<file path="src/rtl/conv2_window_gen.sv">
// Purpose: builds 3x3 valid-mode windows from a raster pixel stream for the conv2 data_in port.
// Latency: a window appears exactly 1 cycle after the pixel that completes it.
// Backpressure: none; every pix_valid cycle is accepted, idle cycles leave all state unchanged.
module conv2_window_gen #(
    parameter int DATA_W = 32,  // pixel word width
    parameter int IMG_W  = 14,  // pixels per image row
    parameter int IMG_H  = 14   // rows per frame
) (
    input  logic              clk,
    input  logic              rst_n,      // synchronous, active-high despite the name
    input  logic [DATA_W-1:0] pix_in,
    input  logic              pix_valid,
    input  logic              sof,
    output logic [DATA_W-1:0] win_out [0:2][0:2],
    output logic              win_valid,
    output logic              frame_done
);
    localparam int CW = (IMG_W > 1) ? $clog2(IMG_W) : 1;
    localparam int RW = (IMG_H > 1) ? $clog2(IMG_H) : 1;
    localparam logic [CW-1:0] COL_LAST = CW'(IMG_W - 1);
    localparam logic [RW-1:0] ROW_LAST = RW'(IMG_H - 1);
    localparam logic [CW-1:0] COL_TWO  = CW'(2);
    localparam logic [RW-1:0] ROW_TWO  = RW'(2);

    logic [CW-1:0]     col_q, col_d, pos_col;
    logic [RW-1:0]     row_q, row_d, pos_row;
    logic [DATA_W-1:0] lb0_q [IMG_W];           // previous row
    logic [DATA_W-1:0] lb1_q [IMG_W];           // row before the previous one
    logic [DATA_W-1:0] lb0_rd, lb1_rd;
    logic [DATA_W-1:0] sh_q [0:2][0:2];         // free-running column shift register
    logic [DATA_W-1:0] sh_d [0:2][0:2];
    logic [DATA_W-1:0] win_q [0:2][0:2];        // registered output window
    logic              win_valid_q, frame_done_q;
    logic              emit, last;

    // Effective pixel position (sof overrides the counters) and line-buffer reads at that column.
    always_comb begin
        pos_col = sof ? '0 : col_q;
        pos_row = sof ? '0 : row_q;
        lb0_rd  = lb0_q[pos_col];
        lb1_rd  = lb1_q[pos_col];
        emit    = pix_valid && (pos_row >= ROW_TWO) && (pos_col >= COL_TWO);
        last    = emit && (pos_row == ROW_LAST) && (pos_col == COL_LAST);
    end

    // Raster counters: column wraps into the next row, last row wraps into the next frame.
    always_comb begin
        col_d = col_q;
        row_d = row_q;
        if (pix_valid) begin
            if (pos_col == COL_LAST) begin
                col_d = '0;
                row_d = (pos_row == ROW_LAST) ? '0 : pos_row + RW'(1);
            end else begin
                col_d = pos_col + CW'(1);
                row_d = pos_row;
            end
        end
    end

    // Next shift-register contents: drop the left column, append the new right column.
    always_comb begin
        sh_d = sh_q;
        for (int r = 0; r < 3; r++) begin
            sh_d[r][0] = sh_q[r][1];
            sh_d[r][1] = sh_q[r][2];
        end
        sh_d[0][2] = lb1_rd;
        sh_d[1][2] = lb0_rd;
        sh_d[2][2] = pix_in;
    end

    // Data storage without reset: stale contents are masked by the x>=2 / y>=2 window gating.
    always_ff @(posedge clk) begin
        if (pix_valid && !rst_n) begin
            lb0_q[pos_col] <= pix_in;
            lb1_q[pos_col] <= lb0_rd;
            for (int r = 0; r < 3; r++) begin
                for (int c = 0; c < 3; c++) begin
                    sh_q[r][c] <= sh_d[r][c];
                end
            end
        end
    end

    // Control state and output registers; the window only updates when a new one is emitted.
    always_ff @(posedge clk) begin
        if (rst_n) begin
            col_q        <= '0;
            row_q        <= '0;
            win_valid_q  <= 1'b0;
            frame_done_q <= 1'b0;
            for (int r = 0; r < 3; r++) begin
                for (int c = 0; c < 3; c++) begin
                    win_q[r][c] <= '0;
                end
            end
        end else begin
            col_q        <= col_d;
            row_q        <= row_d;
            win_valid_q  <= emit;
            frame_done_q <= last;
            if (emit) begin
                for (int r = 0; r < 3; r++) begin
                    for (int c = 0; c < 3; c++) begin
                        win_q[r][c] <= sh_d[r][c];
                    end
                end
            end
        end
    end

    assign win_out    = win_q;
    assign win_valid  = win_valid_q;
    assign frame_done = frame_done_q;
endmodule

</file>
<file path="config.mk">
export PLATFORM = sky130hd
export DESIGN_NAME = conv2_window_gen
export DESIGN_NICKNAME = d
export VERILOG_FILES = /design/src/rtl/conv2_window_gen.sv
export SDC_FILE = /design/constraint.sdc
export NUM_CORES = 2
export LEC_CHECK = 0
export BUFFER_PORTS_ARGS = -buffer_cell sky130_fd_sc_hd__buf_2
export CORE_AREA = 2 2 371 373
export DETAILED_ROUTE_END_ITERATION = 16
export DIE_AREA = 0 0 373 375
export GPL_TIMING_DRIVEN = 1
export PLACE_DENSITY = 0.51
export REMOVE_ABC_BUFFERS = 1
export SLEW_MARGIN = 5
export SYNTH_ARGS = -nofsm -noshare
export SYNTH_HDL_FRONTEND = slang
export SYNTH_SLANG_ARGS = --single-unit
</file>
<file path="constraint.sdc">
create_clock -name clk -period 16.8 [get_ports clk]
set_input_delay 1.68 -clock clk [delete_from_list [all_inputs] [get_ports clk]]
set_output_delay 1.68 -clock clk [all_outputs]
set_load 0.02 [all_outputs]
</file>
; ---- Yosys cells after proc, flatten, opt, wreduce, memory -nomap -nowiden
; Memories as Yosys holds them, arrays and structs flattened.
; Cells that the tools add are included.
; W data, S select, Z words.
[word_totals]
elab_cells = 40
mem_bits_rw = 896
mem_count = 2
input_bits = 36
ff_bits = 490
out_inout_bits = 290
[op_classes]
n_lt_le_gt_ge = 2
n_eq_ne = 2
n_reduce_logical = 6
add_sub_neg = 2
n_mux = 7
[memory_table]
columns = memory, words, width, rd, rd_ports_with_merged_regs, wr, line_no
row1 = lb0_q, 14, 32, 1, 0, 1, 27  ; logic [DATA_W-1:0] lb0_q [IMG_W];
row2 = lb1_q, 14, 32, 1, 0, 1, 28  ; logic [DATA_W-1:0] lb1_q [IMG_W];
[op_table]
columns = operator, n
row1 = $mux W4, 5
row2 = $add A4 B1 Y4 const B, 2
row3 = $eq A4 B4 Y1 const B, 2
row4 = $ge A4 B2 Y1 const B, 2
row5 = $logic_and A1 B1 Y1, 5
row6 = $mux W1, 2
row7 = $logic_not A1 Y1, 1

; ---- Depth between registers and ports, before layout
[logic_depth]
ltp_word = 6
mapped_depth = 9
mapped_depth_nobuf = 4

; ---- Least setup slack after synthesis
; Ideal clock, no wire load.
[synth_timing]
path_kind = in2reg
startpoint = in pix_valid
endpoint = mem lb0_q[0][0], enable pin
path_buffers = 1
t_arrival_ps = 15138
setup_ps = 486
required_time_ps = 16314
path_slack_ps = 1176
stages = 5
path_cell_list = clkbuf_1 -> inv_1 -> nor2_1 -> o21ai_0 -> nor2_1
[synth_between]
elab_chain_cells = 3
[synth_rtl]
columns = item, line_no
row1 = "start, declared", 12  ; input logic pix_valid,
row2 = $logic_and A1 B1 Y1, 75  ; if (pix_valid && !rst_n) begin
row3 = $mux W1, 75
row4 = $mux W1 (not written as such), 76  ; lb0_q[pos_col] <= pix_in;
row5 = "end, declared", 27
; No other way between the ends.

; ---- Worst setup path in the final report
[layout_timing]
startpoint = reg col_q[0]
endpoint = mem lb1_q[8][8] (data pin)
[layout_between]
elab_chain_cells = 2
[layout_rtl]
columns = item, line_no
row1 = "start, declared", 25  ; logic [CW-1:0] col_q, col_d, pos_col;
row2 = "start signal, assigned", 99  ; col_q <= col_d;
row3 = $mux W4, 38  ; pos_col = sof ? '0 : col_q;
row4 = $mem_v2 Z14 W32, --
row5 = named net lb0_rd[8], 29  ; logic [DATA_W-1:0] lb0_rd, lb1_rd;
row6 = "end, declared", 28
; The timed path passes the listed nets, and every way through them passes these cells.

==> impl_metrics.toml <==
[synthesis]
synth_flop_cell = "edfxtp_1"
synthDistinctLibCells = 46
async_flop_share = 0
synth_seq_cells = 1386
synth.area.top_cells = "edfxtp_1 (62%), dfxtp_1 (11%), nand2_1 (3.7%)"
yosys.area.top_type = "edfxtp_1"
seq_area_frac_synth = 0.735
syn_area_um2 = 52600
synth_warnings = 0
yosysTopAreaCellShare = 0.622
syn_inst = 3620
synth_edf_count = 1088
synth.avg_cell_area_um2 = 14.5

[clock_tree]
h-tree-depth = 4
clockRootBuffer = "clkbuf_16"
worstSkewPairLatency_ns = 0.79
clock-sinks = 1386
clock_path_buffers = 3
hold_buffers = 0
cts_resized = 0
cts_tree = "done"
cts_setup_buffers = 0
path_clk_slew_ns = 0.05
cts_buffers = 154

[route]
drt.antenna.violating_nets = 0
finalWirelength_um = 142000
drt_iter0_markers = 2516
drt-vias-per-instance = 5.43
via_count = 31600
firstDrtPassIters = 5
route.detailed.wl_per_inst_um = 24.3
drc = 0

[pwr]
power.switching_mw = 1.59
p_int_mw = 5.72
p_clk_frac = 0.445
p_total_mw = 7.31
p_comb_frac = 0.039
vdd_drop_max_v = 0.0000905
p_leak_nw = 20.5
power_density_nw_per_um2 = 120
power_frac_seq = 0.517
swShare = 0.218

[sta]
slew_headroom = -0.0321
rsz0062_at_grt = "no"
setup_viol = 0
timing.final.crit_share = 0.313
worst_pin_slew_ns = 1.55
fin_skew_ns = 0.0152
fin_ws_ns = 11.54
hold-worst-slack_ns = 0.438
period_minus_slack_ns = 5.26
final-hold-violation-count = 0
max_freq_ghz = 0.190
final.setup.tns_ns = 0
drv_slew = 29

[setup_path]
cpPeakStageDelay_ns = 0.82
cp-end-kind = "register"
cp_slowest_cell = "buf_4"
cp.required_ns = 17.18
crit_chain = "buf_4 -> buf_4 -> buf_4 -> buf_4 -> mux2_2 -> a211oi_1 -> o32a_1 -> nand3b_1"
setup.worst_path.start_class = "register"
crit_type = "register to register"
crit_arrival_ns = 5.63
cp_common_cell = "buf_4"
cp_max_fo = 54
reg2reg_depth = 8

[finish]
syn_to_final_growth_pct = 15.6
final_nets = 3931
diodes = 0
final_common_cell = "edfxtp_1"
final_util = 0.446
design_area_um2 = 60700
layout.cells.non_filler = 5822
final_cell_mix = "edfxtp_1 (1088), nand2_1 (515), buf_2 (323)"
drive_gt1_frac = 0.182

[grt]
grt_pass1_vias = 30700
grt-ovfl-total = 0
grt_start_max_net_pins = 198
grt_pass1_wl_um = 208000
grt_antenna_before_repair = 7
track_usage = 0.199

[placement]
io_buffer_count = 325
dpl_worst_slack_ns = 10.82
dp.cells = 5533
place_hpwl_um = 71400
dpl_cell_area_um2 = 55800
gp_congestion = 0.734

[floorplanning]
io_pins = 326
fp.dieH_um = 375
die_w_um = 373
die-area_um2 = 140000
fp-row-count = 136
core_area_um2 = 136000
initial_core_util = 0.386

[flow_run]
cap_violations = 0

[hold_path]
hold_path.class = "register to register"
holdPathStages = 0

[run_status]
status = "finished with violations"
violations = "max-slew violations"
==> cell type report <==
cell class / count / area, µm²
Sequential cell: 1386 / 38600
Clock inverter: 58 / 500
Fill cell: 12300 / 75600
Multi-Input combinational cell: 1963 / 12800
Tap cell: 1794 / 2240
Inverter: 4 / 22.5
Timing Repair Buffer: 386 / 2160
Clock buffer: 231 / 4400
==> power groups by stage <==
| stage | clock network (mW) | registers, mW | logic, mW |
|---|---|---|---|
| after global placement | 0 | 3.85 | 0.282 |
| after global routing | 3.48 | 3.78 | 0.305 |
| after CTS | 3.33 | 3.78 | 0.286 |
| final | 3.25 | 3.78 | 0.282 |
| after detailed placement | 0 | 3.85 | 0.285 |
| after floorplan | 0 | 3.87 | 0.178 |
==> worst paths after layout <==
path                                from  slack [ns]          end
worst min-delay path            sh_d[33]        0.44     sh_d[65]
worst max-delay path            col_q[0]       11.54  lb1_q[8][8]
worst max register to register  col_q[0]       11.54  lb1_q[8][8]
worst min register to register  sh_d[33]        0.44     sh_d[65]
==> worst max-delay path, delay by kind of cell (launching register included) <==
kind,cells,cell delay [ns]
flip-flops,1,0.51
AND/OR/NAND/NOR,1,0.38
buffers and inverters,4,2.97
multiplexers,1,0.41
AO/OA/AOI/OAI,2,0.50
==> registers in the layout (all words and copies together) (netlist names) <==
name,cells
col_q,4
win_out,288
lb1_q,448
row_q,4
lb0_q,448
sh_d,192
frame_done,1
win_valid,1
==> cell usage after synthesis (2+ instances only) <==
| library cell | count |
|---|---|
| a211oi_1 | 129 |
| a21o_1 | 64 |
| a21oi_1 | 295 |
| a221o_1 | 64 |
| a221oi_1 | 64 |
| a311oi_1 | 24 |
| a311oi_2 | 40 |
| and3b_1 | 64 |
| buf_2 | 87 |
| buf_4 | 23 |
| buf_6 | 13 |
| clkbuf_1 | 142 |
| dfxtp_1 | 298 |
| edfxtp_1 | 1088 |
| inv_1 | 3 |
| mux2_2 | 64 |
| mux2i_1 | 192 |
| nand2_1 | 515 |
| nand2b_1 | 2 |
| nand3b_1 | 65 |
| nand4_1 | 3 |
| nand4b_1 | 2 |
| nor2_1 | 215 |
| nor3_1 | 3 |
| o21ai_0 | 73 |
| o31a_1 | 2 |
| o32a_1 | 64 |
| or3_1 | 2 |
| or3b_1 | 3 |
==> layer usage <==
metal	part of all wire	track usage	up-vias	wire length, µm
met5	0.000092	0	-	13
met4	0.018	0.0532	2	2540
met3	0.057	0.0404	173	8000
met2	0.47	0.318	806	66700
met1	0.45	0.276	16300	64300
li1	-	-	14400	-
==> logic make-up after synthesis <==
| family | synth area share |
|---|---|
| buffers and inverters | 0.0249 |
| AND/OR/NAND/NOR | 0.0748 |
| AO/OA/AOI/OAI | 0.115 |
| flip-flops | 0.735 |
| multiplexers | 0.0503 |
No activity file was read; power rests on OpenSTA's default activity.
